$ cat config.mk
export PLATFORM = sky130hd
export DESIGN_NAME = vslc_bool_stack
export DESIGN_NICKNAME = d
export VERILOG_FILES = /design/src/rtl/vslc_pkg.sv /design/src/rtl/vslc_stack_alu.sv /design/src/rtl/vslc_bool_stack.sv
export SDC_FILE = /design/constraint.sdc
export NUM_CORES = 1
export LEC_CHECK = 0
export CAP_MARGIN = 10
export CORE_UTILIZATION = 54
export CTS_CLUSTER_SIZE = 12
export DETAILED_ROUTE_END_ITERATION = 10
export PLACE_DENSITY = 0.85
export SLEW_MARGIN = 40
export SYNTH_ARGS = -nofsm -noshare
export SYNTH_HDL_FRONTEND = slang
export SYNTH_SLANG_ARGS = --single-unit
$ cat constraint.sdc
create_clock -name clk -period 3.6 [get_ports clk]
set_clock_uncertainty 0.05 [all_clocks]
set_input_delay 0.36 -clock clk [delete_from_list [all_inputs] [get_ports clk]]
set_output_delay 0.36 -clock clk [all_outputs]
set_load 0.05 [all_outputs]
$ cat src/rtl/vslc_pkg.sv
// ----------------------------------------------------------------------------
// vslc_pkg
//   Shared types and constants for the VSLC boolean evaluation stack.
//   stack_op_t : 4-bit operation codes driven by the instruction decoder
//   shift_t    : how the parent moves the stack image after an op
//   DEPTH_MIN / DEPTH_MAX : legal range of the stack depth parameter
// ----------------------------------------------------------------------------
package vslc_pkg;

  localparam int STACK_OP_W = 4;
  localparam int DEPTH_MIN  = 3;
  localparam int DEPTH_MAX  = 64;

  typedef enum logic [STACK_OP_W-1:0] {
    OP_NOP   = 4'd0,
    OP_PUSH  = 4'd1,
    OP_POP   = 4'd2,
    OP_DUP   = 4'd3,
    OP_SWAP  = 4'd4,
    OP_OVER  = 4'd5,
    OP_ROT   = 4'd6,
    OP_AND   = 4'd7,
    OP_OR    = 4'd8,
    OP_XOR   = 4'd9,
    OP_NOT   = 4'd10,
    OP_NAND  = 4'd11,
    OP_ANDN  = 4'd12,
    OP_RSV13 = 4'd13,
    OP_RSV14 = 4'd14,
    OP_CLR   = 4'd15
  } stack_op_t;

  // UP    : shift toward the bottom, new bit enters at TOS
  // DOWN1 : plain pop, zero enters at the bottom
  // DOWN2 : two operands consumed, result written at TOS
  // NONE  : depth unchanged, only the top three bits may change
  // CLR   : whole stack zeroed
  typedef enum logic [2:0] {
    SH_NONE  = 3'd0,
    SH_UP    = 3'd1,
    SH_DOWN1 = 3'd2,
    SH_DOWN2 = 3'd3,
    SH_CLR   = 3'd4
  } shift_t;

endpackage

$ cat src/rtl/vslc_stack_alu.sv
// ----------------------------------------------------------------------------
// vslc_stack_alu
//   Combinational op decoder for the boolean stack. From the top three stack
//   bits and the pushed bit it produces the new top three bits, the shift
//   class the parent applies, how many valid entries the op needs, and
//   whether the op code is reserved.
//   op       in  4  operation code (stack_op_t)
//   s0..s2   in  1  current TOS, NOS and third entry
//   din      in  1  bit pushed by PUSH
//   n0..n2   out 1  new top three bits (n0 is the bit entering TOS)
//   shift    out 3  shift class (shift_t)
//   need     out 2  minimum valid entries; fewer means underflow
//   illegal  out 1  reserved op code
// ----------------------------------------------------------------------------
module vslc_stack_alu
  import vslc_pkg::*;
(
  input  logic [STACK_OP_W-1:0] op,
  input  logic                  s0,
  input  logic                  s1,
  input  logic                  s2,
  input  logic                  din,
  output logic                  n0,
  output logic                  n1,
  output logic                  n2,
  output logic [2:0]            shift,
  output logic [1:0]            need,
  output logic                  illegal
);

  always_comb begin
    n0      = s0;
    n1      = s1;
    n2      = s2;
    shift   = SH_NONE;
    need    = 2'd0;
    illegal = 1'b0;
    case (stack_op_t'(op))
      OP_PUSH: begin
        n0    = din;
        shift = SH_UP;
      end
      OP_DUP: begin
        n0    = s0;
        shift = SH_UP;
      end
      OP_OVER: begin
        n0    = s1;
        shift = SH_UP;
        need  = 2'd2;
      end
      OP_POP: begin
        shift = SH_DOWN1;
        need  = 2'd1;
      end
      OP_SWAP: begin
        n0   = s1;
        n1   = s0;
        need = 2'd2;
      end
      // a b c -- b c a : the third entry rotates up to TOS
      OP_ROT: begin
        n0   = s2;
        n1   = s0;
        n2   = s1;
        need = 2'd3;
      end
      OP_NOT: begin
        n0   = ~s0;
        need = 2'd1;
      end
      OP_AND: begin
        n0    = s1 & s0;
        shift = SH_DOWN2;
        need  = 2'd2;
      end
      OP_OR: begin
        n0    = s1 | s0;
        shift = SH_DOWN2;
        need  = 2'd2;
      end
      OP_XOR: begin
        n0    = s1 ^ s0;
        shift = SH_DOWN2;
        need  = 2'd2;
      end
      OP_NAND: begin
        n0    = ~(s1 & s0);
        shift = SH_DOWN2;
        need  = 2'd2;
      end
      OP_ANDN: begin
        n0    = s1 & ~s0;
        shift = SH_DOWN2;
        need  = 2'd2;
      end
      OP_CLR: begin
        shift = SH_CLR;
      end
      OP_RSV13, OP_RSV14: begin
        illegal = 1'b1;
      end
      default: ;
    endcase
  end

endmodule

$ cat src/rtl/vslc_bool_stack.sv
// ----------------------------------------------------------------------------
// vslc_bool_stack
//   Parametrised boolean evaluation stack for the VSLC ladder-logic core.
//   Holds a DEPTH-bit shift register (bit 0 = TOS), a valid-entry counter and
//   sticky overflow/underflow/illegal flags. The op decode lives in
//   vslc_stack_alu; this module owns all state.
//   clk, rst    clock; asynchronous active-high reset
//   en          execute op this cycle
//   op, din     operation code and pushed bit
//   clr_flags   clears sticky flags (independent of en; a set wins)
//   stack_o     full stack image, tos/nos its two low bits
//   count       valid entries 0..DEPTH
//   peek_idx    index for peek_o; indices >= DEPTH read 0
//   overflow, underflow, illegal  sticky status flags
// ----------------------------------------------------------------------------
module vslc_bool_stack
  import vslc_pkg::*;
#(
  parameter  int DEPTH = 16,
  localparam int CNT_W = $clog2(DEPTH + 1)
) (
  input  logic                  clk,
  input  logic                  rst,
  input  logic                  en,
  input  logic [STACK_OP_W-1:0] op,
  input  logic                  din,
  input  logic                  clr_flags,
  output logic [DEPTH-1:0]      stack_o,
  output logic                  tos,
  output logic                  nos,
  output logic [CNT_W-1:0]      count,
  input  logic [CNT_W-1:0]      peek_idx,
  output logic                  peek_o,
  output logic                  overflow,
  output logic                  underflow,
  output logic                  illegal
);

  generate
    if (DEPTH < DEPTH_MIN || DEPTH > DEPTH_MAX) begin : g_bad_depth
      $error("vslc_bool_stack: DEPTH out of range 3..64");
    end
  endgenerate

  localparam logic [CNT_W-1:0] DEPTH_C = CNT_W'(DEPTH);
  // 2**CNT_W always exceeds DEPTH, so the padded vector covers every index
  localparam int PEEK_W = 1 << CNT_W;

  logic [DEPTH-1:0] stack_reg, stack_next;
  logic [CNT_W-1:0] count_reg, count_next;
  logic             ovf_reg, uf_reg, ill_reg;
  logic             set_ovf, set_uf, set_ill;

  logic       alu_n0, alu_n1, alu_n2;
  logic [2:0] alu_shift;
  logic [1:0] alu_need;
  logic       alu_illegal;

  vslc_stack_alu u_alu (
    .op      (op),
    .s0      (stack_reg[0]),
    .s1      (stack_reg[1]),
    .s2      (stack_reg[2]),
    .din     (din),
    .n0      (alu_n0),
    .n1      (alu_n1),
    .n2      (alu_n2),
    .shift   (alu_shift),
    .need    (alu_need),
    .illegal (alu_illegal)
  );

  always_comb begin
    stack_next = stack_reg;
    count_next = count_reg;
    set_ovf    = 1'b0;
    set_uf     = 1'b0;
    set_ill    = 1'b0;
    if (en) begin
      set_ill = alu_illegal;
      set_uf  = (count_reg < CNT_W'(alu_need));
      case (alu_shift)
        SH_UP: begin
          // when full the bottom bit simply falls off the end
          stack_next = {stack_reg[DEPTH-2:0], alu_n0};
          if (count_reg == DEPTH_C) begin
            set_ovf = 1'b1;
          end else begin
            count_next = count_reg + CNT_W'(1);
          end
        end
        SH_DOWN1: begin
          stack_next = {1'b0, stack_reg[DEPTH-1:1]};
          if (!set_uf) begin
            count_next = count_reg - CNT_W'(1);
          end
        end
        SH_DOWN2: begin
          stack_next = {1'b0, stack_reg[DEPTH-1:2], alu_n0};
          if (!set_uf) begin
            count_next = count_reg - CNT_W'(1);
          end
        end
        SH_CLR: begin
          stack_next = '0;
          count_next = '0;
        end
        default: begin
          stack_next[2:0] = {alu_n2, alu_n1, alu_n0};
        end
      endcase
    end
  end

  always_ff @(posedge clk or posedge rst) begin
    if (rst) begin
      stack_reg <= '0;
      count_reg <= '0;
      ovf_reg   <= 1'b0;
      uf_reg    <= 1'b0;
      ill_reg   <= 1'b0;
    end else begin
      stack_reg <= stack_next;
      count_reg <= count_next;
      // a set in the same cycle as clr_flags wins
      ovf_reg   <= set_ovf | (ovf_reg & ~clr_flags);
      uf_reg    <= set_uf  | (uf_reg  & ~clr_flags);
      ill_reg   <= set_ill | (ill_reg & ~clr_flags);
    end
  end

  logic [PEEK_W-1:0] peek_vec;
  assign peek_vec = {{(PEEK_W - DEPTH){1'b0}}, stack_reg};

  assign stack_o   = stack_reg;
  assign tos       = stack_reg[0];
  assign nos       = stack_reg[1];
  assign count     = count_reg;
  assign peek_o    = peek_vec[peek_idx];
  assign overflow  = ovf_reg;
  assign underflow = uf_reg;
  assign illegal   = ill_reg;

endmodule

==> run metrics, run 1 <==
outcome=finished clean; P_sw=0.000755 W; post-synth cell types=50; Rel. slew slack=just under 70%; crit end category=output pin; number of antenna violations at the first check in global routing=0; Primary FF master, synth=dfrtp_1; WP data required=3.19 ns; hold buffer count at CTS=0; ranking of synthesized cells by area=dfrtp_1, mux4_2, ha_1, a22oi_1, a21oi_1; largest net degree at the start of global routing=26; register area share after synthesis=roughly a third; Critical R2R Capture=stack_o[0]; Crit Reg-Reg Startpoint=stack_o[0]; gr ovfl total=0; Final nets=256; # Post-CTS Setup Buffers=0; final worst-path cycle share=89.5%; Worst EP arrival=2.81 ns; most common cell in the synthesized netlist=dfrtp_1; min cycle time layout=between 3 and 4 ns; ANT cells=0; post-cts resize count=0; slowest CP cell=clkdlybuf4s50_1; Crit Path Max Fanout=4; # port buffers=40; clk sink count=24; drt total wl=approximately 4300 um; Synth Instances=slightly below 200; All-Layer GR Usage=27.8%; most frequent cells after synthesis=dfrtp_1, nor2_1, a21oi_1; fin area=0.00224 mm2; GP Congestion=0.932; Async SR Flop Fraction=100%; Seq pwr share=31.3%; clk slew on worst S/H paths=approximately 0.13 ns; RSZ-0062 raised after global routing=no; largest stage delay on the critical path=0.69 ns; Largest register FFs=16; VDD IR-drop max=0.461 mV; Mapped Nets=217; Worst Setup SP=peek_idx[0]; CTS Buf Count=3; DP Wirelength=3330 um; pin slew with the least headroom to its limit=0.474 ns; internal power=between 0.0007 and 0.0008 W; global-route wire length before repair=7360 um; vias in the first global route=1567; share of layout cells above drive strength 1=10.3%; via-per-instance ratio=a little under 6; Comb pwr share=roughly three fifths; setup violators final=0; setup TNS=0 ns; Yosys warning total=0; DR iter-0 viols=130; crit-path cells=clkdlybuf4s50_1 -> mux4_2 -> mux4_2 -> nor2b_1 -> clkdlybuf4s50_1; pwr dens=680 mW/mm2; total number of vias=1633; Root Buffer=clkbuf_4; Yosys reg bits=24; final hold vios=0; Rows=20; die area=0.00352 mm2; placed standard-cell area=0.00220 mm2; Avg Cell Area, Syn=9.15 um2; r2r setup slk=1.47 ns; Post-synth EDFFs=0; Core Area=0.00308 mm2; fmax=310 MHz; Worst Hold Class=in2async; insertion delay to the later sink of the worst-skew pair=between 0.3 and 0.4 ns; die height=between 50 and 60 um; area grow syn2layout=26.2%; Worst R2R Path Depth=7; die span in x=59.3 um; I/O pin count=41; DRC=0; crit path launch type=input pin; Synth top area share=33.9%; DRT antenna net count=0; switching share of power=around 50%; Clock Path Buffers=2; Leak=0.946 nW; initial core utilization=57.6%; H-tree levels=1; Yosys top cell by area=dfrtp_1; final max-slew violation count=0; Max Cap Viol=0; CTS tree=yes; kind of critical path=in2out; synthesized cell area=0.00177 mm2; Pre-Repair DR Iteration Count=4; Clock power frac=slightly above 9%; drt wl/cell=15.7 um
## through the flow
step | hold slack [ns] | cells | setup slack (ns) | total power [W] | util (%)
floorplan | 0.325 | 194 | 0.950 | 0.00110 | -
global placement | 0.434 | 272 | 0.435 | 0.00136 | 71.6
detailed placement | 0.435 | 272 | 0.314 | 0.00139 | 71.6
CTS | 0.335 | 276 | 0.354 | 0.00153 | 72.8
global route | 0.353 | 276 | 0.293 | 0.00162 | 72.8
finish | 0.323 | 276 | 0.377 | 0.00152 | 72.8
## cell families (layout without fill, tap and decap cells)
logic type | after synthesis | count (layout) | synth area share, %
AOI/OAI and AO/OA | 62 | 62 | 24.1
xor gates and xnor gates | 3 | 3 | 1.48
adders and majority gates | 9 | 9 | 6.77
buffers and inverters | 24 | 62 | 6.98
DFF | 24 | 24 | 33.9
muxes | 9 | 9 | 8.82
and+or+nand+nor | 63 | 63 | 18.0
## critical path, delay by kind of cell
family	cells	cell delay, ns
buf+inv	2	1.31
mux	2	1.01
simple gates	1	0.13
## how the worst max path moves through the flow
| stage | end | slack [ns] | depth (start not counted) |
|---|---|---|---|
| 3_3_place_gp | peek_o | 0.43 | 5 |
| 6_report | peek_o | 0.38 | 5 |
| 3_5_place_dp | count[4] | 0.31 | 12 |
| 4_1_cts | peek_o | 0.35 | 5 |
| 2_1_floorplan | count[4] | 0.95 | 12 |
| 5_1_grt | peek_o | 0.29 | 5 |
## metal layers
metal | up-vias | share of wire (%) | GRT usage (%) | wire length, um
li1 | 793 | - | - | -
met1 | 775 | 43 | 37.8 | 1880
met2 | 61 | 51 | 45.6 | 2220
met3 | 4 | 5.1 | 5.24 | 222
met4 | 0 | 0.48 | 7.14 | 21
met5 | - | 0 | 0 | 0
## cell usage in the layout (no fill, tap or decap), types with 4 or more instances in the layout
master / n
nand2_1: 13
clkdlybuf4s50_1: 40
inv_1: 8
nor2b_1: 4
buf_4: 8
nand3_1: 5
mux4_2: 5
nand2b_1: 4
nor2_1: 22
o21ai_0: 10
a22oi_1: 13
ha_1: 8
dfrtp_1: 24
a21oi_1: 18
## power by group through the flow
stage | sequential [W] | clock (W) | combinational [W]
global placement | 0.000479 | 0 | 0.000878
detailed placement | 0.000482 | 0 | 0.000906
CTS | 0.000477 | 0.000145 | 0.000909
floorplan | 0.000727 | 0 | 0.000374
global route | 0.000494 | 0.000157 | 0.000968
finish | 0.000477 | 0.000140 | 0.000907
## final cells by class
| class | count | area (um2) |
|---|---|---|
| Fill cell | 237 | 838 |
| Timing Repair Buffer | 48 | 460 |
| Sequential cell | 24 | 601 |
| Multi-Input combinational cell | 146 | 1050 |
| Clock buffer | 4 | 36.3 |
| Tap cell | 44 | 55.1 |
| Inverter | 10 | 37.5 |
Power figures use the tool's default switching activity.
==> inputs of run 2 (changes only) <==
--- a/config.mk
+++ b/config.mk
@@ -6,11 +6,11 @@
 export NUM_CORES = 1
 export LEC_CHECK = 0
 export CAP_MARGIN = 10
+export CORE_MARGIN = 2
 export CORE_UTILIZATION = 54
 export CTS_CLUSTER_SIZE = 12
 export DETAILED_ROUTE_END_ITERATION = 10
 export PLACE_DENSITY = 0.85
-export SLEW_MARGIN = 40
 export SYNTH_ARGS = -nofsm -noshare
 export SYNTH_HDL_FRONTEND = slang
 export SYNTH_SLANG_ARGS = --single-unit
==> run metrics, run 2 (synthesis results as in run 1) <==
outcome=finished clean; clk sink count=24; min cycle time layout=approximately 3.2 ns; drt wl/cell=16.6 um; Worst Setup SP=peek_idx[0]; commonest non-fill, non-tap cell in the layout=clkdlybuf4s50_1; Leak=~0.95 nW; r2r setup slk=1.52 ns; Clock Path Buffers=2; slowest CP cell=clkdlybuf4s50_1; Largest register FFs=16; CTS tree=yes; post-cts resize count=0; total number of vias=1683; final max-slew violation count=0; via-per-instance ratio=6.12; # port buffers=40; number of antenna violations at the first check in global routing=0; DR iter-0 viols=96; RSZ-0062 raised after global routing=no; P_sw=slightly below 0.0008 W; clk slew on worst S/H paths=0.13 ns; switching share of power=between 40% and 50%; Met3 Routed Length=310 um; GP Congestion=0.965; met1 WL=1910 um; Clock power frac=~12%; DRC=0; Worst EP arrival=2.79 ns; internal power=0.000822 W; gr ovfl total=0; share of layout cells above drive strength 1=9.52%; die height=61.3 um; pin slew with the least headroom to its limit=0.901 ns; drt total wl=4570 um; crit-path cells=clkdlybuf4s50_1 -> mux4_2 -> mux4_2 -> nor2b_1 -> clkdlybuf4s50_1; die span in x=61.3 um; hold buffer count at CTS=0; insertion delay to the later sink of the worst-skew pair=0.32 ns; global-route wire length before repair=7350 um; largest stage delay on the critical path=0.69 ns; Root Buffer=clkbuf_4; DRT antenna net count=0; Worst R2R Path Depth=7; final hold vios=0; Crit Path Max Fanout=4; setup TNS=0 ns; Pwr Total=0.00159 W; WP data required=3.19 ns; initial core utilization=57.6%; Bufs and invs on worst path=2; kind of critical path=in2out; worst hold start=underflow; delay-heaviest family, CP=buffers and inverters; I/O pin count=41; Pre-Repair DR Iteration Count=5; fmax=313 MHz; Rows=20; DP Wirelength=roughly 3400 um; Critical R2R Capture=stack_o[0]; crit path launch type=input pin; Hold Path End=underflow; ANT cells=0; largest net degree at the start of global routing=26; Max Cap Viol=0; Core Area=0.00308 mm2; All-Layer GR Usage=26.4%; # Post-CTS Setup Buffers=0; VDD IR-drop max=0.572 mV; max layer used=met4; CTS Buf Count=3; H-tree levels=1; Crit Reg-Reg Startpoint=stack_o[0]; area grow syn2layout=26.7%; Rel. slew slack=39.9%; Worst Hold Class=reg2reg; pwr dens=708 mW/mm2; final worst-path cycle share=88.8%; Final nets=255; Comb pwr share=between 50% and 60%; commonest non-fill, non-tap cells in the layout=clkdlybuf4s50_1, dfrtp_1, nor2_1, a21oi_1; hold depth=1; Seq pwr share=between 30% and 40%; WL met2=2230 um; setup violators final=0; filler instances=239; crit end category=output pin; vias in the first global route=~1500; die area=0.00376 mm2
==> run 2: cell types whose count changed in the layout (fill, tap and decap cells not counted) <==
| cell | previous run | this run |
|---|---|---|
| bufinv_16 | 0 | 1 |
| buf_4 | 8 | 7 |
| inv_2 | 2 | 1 |
| inv_1 | 8 | 9 |
| clkbuf_8 | 1 | 0 |
==> run 2: cell type report <==
class	instances	area, um2	share of cell area (%)
Inverter	10	37.5	1.67
Timing Repair Buffer	47	453	20.1
Sequential cell	24	601	26.7
Clock inverter	1	30.0	1.34
Tap cell	44	55.1	2.45
Clock buffer	3	22.5	1.00
Multi-Input combinational cell	146	1050	46.7
==> run 2: metal layers <==
metal  track usage [%]  vias to the layer above
met1              35.2                      799
met4              9.94                        0
met2              42.2                       82
met3              5.67                       17
met5                 0                        -
li1                  -                      785
==> run 2: power groups by stage <==
stage / combinational (W) / sequential, W / clock, W
2_1_floorplan: 0.000374 / 0.000727 / 0
3_3_place_gp: 0.000882 / 0.000479 / 0
3_5_place_dp: 0.000907 / 0.000483 / 0
4_1_cts: 0.000914 / 0.000478 / 0.000200
5_1_grt: 0.000974 / 0.000494 / 0.000211
6_report: 0.000913 / 0.000481 / 0.000196
==> run 2: how the worst max path moves through the flow <==
stage,endpoint,slack [ns],depth (start not counted)
final,peek_o,0.40,5
after global routing,peek_o,0.33,5
after CTS,peek_o,0.38,5
after detailed placement,count[4],0.35,12
after global placement,peek_o,0.43,5
after floorplan,count[4],0.95,12
==> run 2: worst reg2reg max path: stages (launching register included) <==
cell and delay, ns:
dfrtp_1 0.54, inv_1 0.17, ha_1 0.33, nor2b_1 0.12, o32ai_1 0.09, and3_1 0.18, a2111oi_0 0.37, o21ai_0 0.12
==> run 2: metrics by stage <==
stage               utilization (%)  worst slack [ns]  hold slack [ns]  cell area [um2]  instances
finish                         73.0             0.403            0.465             2250        275
global route                   73.0             0.330            0.507             2250        275
CTS                            73.0             0.381            0.470             2250        275
detailed placement             71.3             0.346            0.431             2200        271
global placement               71.3             0.428            0.440             2200        271
floorplan                         -             0.950            0.325             1770        194
==> inputs of run 3 (changes only) <==
--- a/config.mk
+++ b/config.mk
@@ -11,6 +11,7 @@
 export CTS_CLUSTER_SIZE = 12
 export DETAILED_ROUTE_END_ITERATION = 10
 export PLACE_DENSITY = 0.85
+export SLEW_MARGIN = 0
 export SYNTH_ARGS = -nofsm -noshare
 export SYNTH_HDL_FRONTEND = slang
 export SYNTH_SLANG_ARGS = --single-unit
==> results of run 3 <==
Same layout as run 2: the final DEF is identical, and so are final timing and power.
